### src/rtl/seq_bit_serializer.sv
// Parallel-to-serial front end for a sequence detector: one holding word plus one shifting word, MSB first.
// One bit per bit_en slot; words stream gaplessly while the holding register is refilled.
module seq_bit_serializer #(
  parameter int WIDTH = 8
) (
  input  logic             clk,
  input  logic             reset,
  input  logic [WIDTH-1:0] data_in,
  input  logic             data_valid,
  output logic             data_ready,
  input  logic             bit_en,
  input  logic             clear,
  output logic             x,
  output logic             x_strobe,
  output logic             frame_start,
  output logic             busy
);

  localparam int CNT_W = $clog2(WIDTH);

  logic [WIDTH-1:0] hold_q, hold_d;
  logic             hold_full_q, hold_full_d;
  logic [WIDTH-1:0] shift_q, shift_d;
  logic [CNT_W-1:0] bit_cnt_q, bit_cnt_d;
  logic             x_q, x_d;
  logic             strobe_q, strobe_d;
  logic             frame_q, frame_d;

  always_ff @(posedge clk or negedge reset) begin
    if (!reset) begin
      hold_q      <= '0;
      hold_full_q <= 1'b0;
      shift_q     <= '0;
      bit_cnt_q   <= '0;
      x_q         <= 1'b0;
      strobe_q    <= 1'b0;
      frame_q     <= 1'b0;
    end else begin
      hold_q      <= hold_d;
      hold_full_q <= hold_full_d;
      shift_q     <= shift_d;
      bit_cnt_q   <= bit_cnt_d;
      x_q         <= x_d;
      strobe_q    <= strobe_d;
      frame_q     <= frame_d;
    end
  end

  always_comb begin
    hold_d      = hold_q;
    hold_full_d = hold_full_q;
    shift_d     = shift_q;
    bit_cnt_d   = bit_cnt_q;
    x_d         = x_q;
    strobe_d    = 1'b0;
    frame_d     = 1'b0;

    if (clear) begin
      hold_full_d = 1'b0;
      shift_d     = '0;
      bit_cnt_d   = '0;
      x_d         = 1'b0;
    end else begin
      if (bit_en) begin
        if (bit_cnt_q != '0) begin
          x_d       = shift_q[WIDTH-1];
          shift_d   = {shift_q[WIDTH-2:0], 1'b0};
          bit_cnt_d = bit_cnt_q - CNT_W'(1);
          strobe_d  = 1'b1;
        end else if (hold_full_q) begin
          x_d         = hold_q[WIDTH-1];
          shift_d     = {hold_q[WIDTH-2:0], 1'b0};
          bit_cnt_d   = CNT_W'(WIDTH - 1);
          hold_full_d = 1'b0;
          strobe_d    = 1'b1;
          frame_d     = 1'b1;
        end
      end
      // Accept needs hold empty and transfer needs it full, so they never collide.
      if (data_valid && !hold_full_q) begin
        hold_d      = data_in;
        hold_full_d = 1'b1;
      end
    end
  end

  assign data_ready  = ~hold_full_q;
  assign busy        = hold_full_q | (bit_cnt_q != '0);
  assign x           = x_q;
  assign x_strobe    = strobe_q;
  assign frame_start = frame_q;

endmodule

### config.mk
export PLATFORM = sky130hd
export DESIGN_NAME = seq_bit_serializer
export DESIGN_NICKNAME = d
export VERILOG_FILES = /design/src/rtl/seq_bit_serializer.sv
export SDC_FILE = /design/constraint.sdc
export NUM_CORES = 1
export LEC_CHECK = 0
export CELL_PAD_IN_SITES_DETAIL_PLACEMENT = 1
export CELL_PAD_IN_SITES_GLOBAL_PLACEMENT = 1
export CORE_MARGIN = 2
export CORE_UTILIZATION = 40
export CTS_CLUSTER_DIAMETER = 30
export DETAILED_ROUTE_END_ITERATION = 10
export PLACE_DENSITY_LB_ADDON = 0.05
export SLEW_MARGIN = 20
export SYNTH_ARGS = -nofsm -noshare
export SYNTH_HDL_FRONTEND = slang
export SYNTH_SLANG_ARGS = --single-unit
### constraint.sdc
create_clock -name clk -period 1.8 [get_ports clk]
set_input_delay 0.36 -clock clk [delete_from_list [all_inputs] [get_ports clk]]
set_output_delay 0.36 -clock clk [all_outputs]
set_load 0.005 [all_outputs]
Word-level counts from Yosys, hierarchy flattened. Cells that the tools add are included.

Logic and storage cells: 44. Output and inout bits: 5. Register bits after elaboration: 23.

Mux-type cells: 23. Equality and inequality tests: 1. Bitwise logic cells: 3. $add $sub $neg: 1. Reductions and logical operators: 9.

Operator list (number): 8-bit 2-to-1 mux (4); 1-bit 2-to-1 mux (15); 3-bit 2-to-1 mux (4); 3-bit nonzero test (3); 2-bit AND reduction (3); 3-bit != test (second input constant) (1); 3-bit by 1-bit subtractor with 3-bit output (second input constant) (1); 1-bit NOT (2); 2-bit nonzero test (1); 1-bit logical AND (1); 1-bit logical NOT (1); 1-bit bitwise OR (1).

Longest topological paths before layout.
Word-level depth: 5. Mapped depth: 6.

Worst setup path before layout. OpenSTA, ideal clock, no wires.

Kind: register to register. Start point: register bit_cnt_q[0]. End point: register bit_cnt_q[0]. Setup time: 125 ps. Stages on the path, launching flop included: 7. Required time: 1675 ps. Path buffers: 1. Clock period less this slack: 1603 ps. Arrival time: 1479 ps. Slack: 197 ps. Cells stage by stage: dfrtp_1 -> inv_1 -> ha_1 -> or3b_1 -> buf_6 -> nand2_1 -> mux2_2.

Cells in the longest elaborated chain, start to end: 4. Elaborated cells between the ends (all ways): 7. Those cells by class: add/sub (1); mux (3); reduce/logical (3).

RTL lines: from (decl) (RTL line 24) `logic [CNT_W-1:0] bit_cnt_q, bit_cnt_d;`; from (signal assigned) (RTL line 42) `bit_cnt_q <= bit_cnt_d;`; 3-bit by 1-bit subtractor with 3-bit output / 3-bit nonzero test (equally long branches) (RTL line 68, 65); 3-bit 2-to-1 mux (RTL line 65) `if (bit_cnt_q != '0) begin`; 3-bit 2-to-1 mux (RTL line 64) `if (bit_en) begin`; 3-bit 2-to-1 mux (RTL line 58) `if (clear) begin`.

Parallel ways exist; a longest one is shown, timed or not. The select of a mux whose other input is x is not followed. A chain may end at the register's enable or synchronous reset.

Worst setup path in the final report.
Start point: register bit_cnt_q[0]. End point: output port busy.

Cells in the longest elaborated chain, start to end: 2.

RTL lines: 3-bit nonzero test (RTL line 88) `assign busy = hold_full_q | (bit_cnt_q != '0);`; 1-bit bitwise OR (RTL line 88); to (decl) (RTL line 16) `output logic busy`.

Every way passes these cells.

==> flow_summary_export.csv <==
group,metric,value,unit
status,status,"finished, violations left",
status,violations,"negative setup slack",
sta,slew_headroom,71.86,%
setup_path,critPathRequiredTime,1.44,ns
place,post-place-ws,-0.008367,ns
sta,setup_ws,-0.01040,ns
place,postPlaceCellArea,0.001202,sq mm
global_route,grt_pass1_wl,3236,microns
synthesis,yosys_warnings,0,
clocking,holdBufCountCts,0,
die,die_w,53.43,microns
synthesis,yosysSeqAreaShare,56.34,%
global_route,overflow,0,
setup_path,cp-startpoint,"bit_cnt_q[0]$_DFFE_PN0P_",
clocking,clk_latency,0.31,ns
route,finalWirelength,2052,microns
power_and_ir_drop,vdd_drop_max,0.6827,mV
layout,fin_area,0.001301,sq mm
route,vias,663,
setup_path,worst-r2r-setup-slack,0.09,ns
route,antenna_left,0,
die,start_util,43.34,%
power_and_ir_drop,finalPower,1.635,mW
route,drc,0,
sta,fmax,552.4,MHz
sta,rsz0062_at_grt,"true",
sta,finalCritPeriodShare,100.6,%
setup_path,critPathKind,"register to primary output",
setup_path,r2r-end,"shift_q[5]$_DFFE_PN0P_",
route,wl_per_cell,16.03,microns
place,gp_congestion,0.6675,
die,io-pin-count,18,
layout,area_delta_synth_final,33.16,%
die,dieHeight,53.43,microns
layout,num_antenna_cells,0,
die,dieArea,0.002854,sq mm
global_route,grt_max_degree,23,
clocking,ctsHtreeMaxLevel,1,
setup_path,crit_end,"busy",
setup_path,start_kind,"register",
clocking,cts_tree,"built",
clocking,cts.sink_count,22,
sta,drv_slew,0,
sta,timing.hold.ws,0.4071,ns
synthesis,ys_ff_latch,22,
clocking,cts_root_buf,"clkbuf_4",
setup_path,reg2reg_depth,6,
setup_path,arrival,1.45,ns
synthesis,synth_area_per_cell,13.39,sq um
clocking,ctsLongestPathBuffers,2,
global_route,grt_pass1_vias,711,
sta,finalHoldViolations,0,
synthesis,syn_nets,88,
place,io_buffers,17,
job,drv_cap,0,
global_route,antenna_found_initial,0,
power_and_ir_drop,p_per_area,1257,mW/mm^2
setup_path,endpoint_kind,"primary output",
layout,nets,116,
route,first_iter_violations,0,
sta,worst_pin_slew,0.4221,ns
clocking,cts_made_buffers,3,
die,rows,17,
synthesis,synthesis.area,977.2,sq um
route,drt-vias-per-instance,5.180,
synthesis,yosysUniqueCellTypes,22,
setup_path,critPathMaxFanout,2,
hold_path,hold_path.class,"input pin to async pin",
power_and_ir_drop,p_leak,0.5941,nW
route,dr.pass1.iters,1,
setup_path,rr_startpoint,"bit_cnt_q[0]$_DFFE_PN0P_",
place,hpwl,1392,microns
layout,drive_gt1_share,31.00,%
die,core,0.002255,sq mm
clocking,cts.clk_slew.worst_paths,0.13,ns
sta,finalSetupViolCount,1,
global_route,grtUsageTotal,16.60,%
layout,post-route-util,57.71,%
synthesis,syn_inst,73,
sta,skew,0.007500,ns
sta,fin_crit,1.810,ns
## cells by family (layout without fill, tap and decap cells)
kind of cell	count (synthesis)	in the layout	synth area share, %
flops	22	22	56.34
mux	17	17	18.69
compound gates	13	13	12.04
simple gates	10	10	5.890
buf+inv	9	36	4.480
fa+ha+maj	2	2	2.560
## cells in the mapped netlist, drive strengths merged
master | n | area, sq um
dfrtp | 22 | 550.5
nor2 | 2 | 7.510
and3 | 1 | 6.260
and2b | 1 | 8.760
buf | 3 | 21.27
clkbuf | 1 | 3.750
ha | 2 | 25.02
nor3 | 1 | 5.000
or3b | 1 | 8.760
a311oi | 1 | 8.760
nand2 | 3 | 11.26
mux2 | 10 | 112.6
o2bb2ai | 9 | 78.83
nand3 | 1 | 10.01
inv | 5 | 18.76
a21oi | 2 | 21.27
a31o | 1 | 8.760
mux2i | 7 | 70.07
## placed cells by master, fill, tap and decap left out, types with 2 or more instances in the layout
cell type / Yosys / routed
buf_4: 0 / 10
inv_2: 1 / 3
nand2_1: 3 / 3
clkdlybuf4s50_1: 0 / 16
o2bb2ai_1: 9 / 9
nor2_1: 2 / 2
mux2_2: 7 / 7
dfrtp_1: 22 / 22
mux2i_1: 7 / 7
clkbuf_4: 0 / 3
inv_1: 4 / 2
mux2_1: 3 / 3
## layout make-up
| type | instances | area (sq um) |
|---|---|---|
| fillers | 244 | 953.4 |
| clock inverters | 1 | 30.03 |
| repair buffers | 27 | 246.5 |
| inverters | 5 | 18.77 |
| multi-input cells | 42 | 397.9 |
| well taps | 28 | 35.03 |
| clock buffers | 3 | 22.52 |
| flip-flops and latches | 22 | 550.5 |
## sequential cells by signal, summed over array words and instances, names as in the netlist
| register | flops |
|---|---|
| hold_q | 8 |
| x_strobe | 1 |
| frame_start | 1 |
| x | 1 |
| hold_full_q | 1 |
| bit_cnt_q | 3 |
| shift_q | 7 |
## power by group
part / total [mW] / switching [mW] / internal (mW) / leakage (nW)
clock network: 0.381 / 0.156 / 0.225 / 0.0279
registers: 0.657 / 0.0615 / 0.596 / 0.283
logic: 0.597 / 0.257 / 0.340 / 0.283
## routing by layer
layer / GRT usage, % / routed length (microns) / vias up
li1: - / - / 313
met1: 21.16 / 922 / 328
met2: 26.75 / 1007 / 18
met3: 3.390 / 89 / 4
met4: 7.692 / 32 / 0
met5: 0 / 0 / -
## repair_timing
item,in CTS,in global routing
setup endpoints to repair,1,1
pin swaps,1,1
resized for setup,8,2
setup buffers,1,3
## through the flow
stage                     cells  setup TNS [ns]
after CTS                   125               0
after global placement      120               0
after detailed placement    120        -0.03304
final                       128        -0.01040
after floorplan              73               0
after global routing        128        -0.06596
## critical path, cell delays in order (launching register included)
cell	delay (ns)
dfrtp_1	0.41
inv_2	0.09
ha_4	0.14
or3b_4	0.38
buf_6	0.12
## worst min-delay path by stage
stage	from	to	slack, ns
6_report	reset	hold_q[3]$_DFFE_PN0P_	0.41
5_1_grt	reset	hold_q[3]$_DFFE_PN0P_	0.43
4_1_cts	reset	frame_start$_DFF_PN0_	0.41
3_5_place_dp	shift_q[4]$_DFFE_PN0P_	shift_q[4]$_DFFE_PN0P_	0.48
3_3_place_gp	hold_q[4]$_DFFE_PN0P_	hold_q[4]$_DFFE_PN0P_	0.47
2_1_floorplan	reset	bit_cnt_q[0]$_DFFE_PN0P_	0.06
No activity file was read; power rests on OpenSTA's default activity.
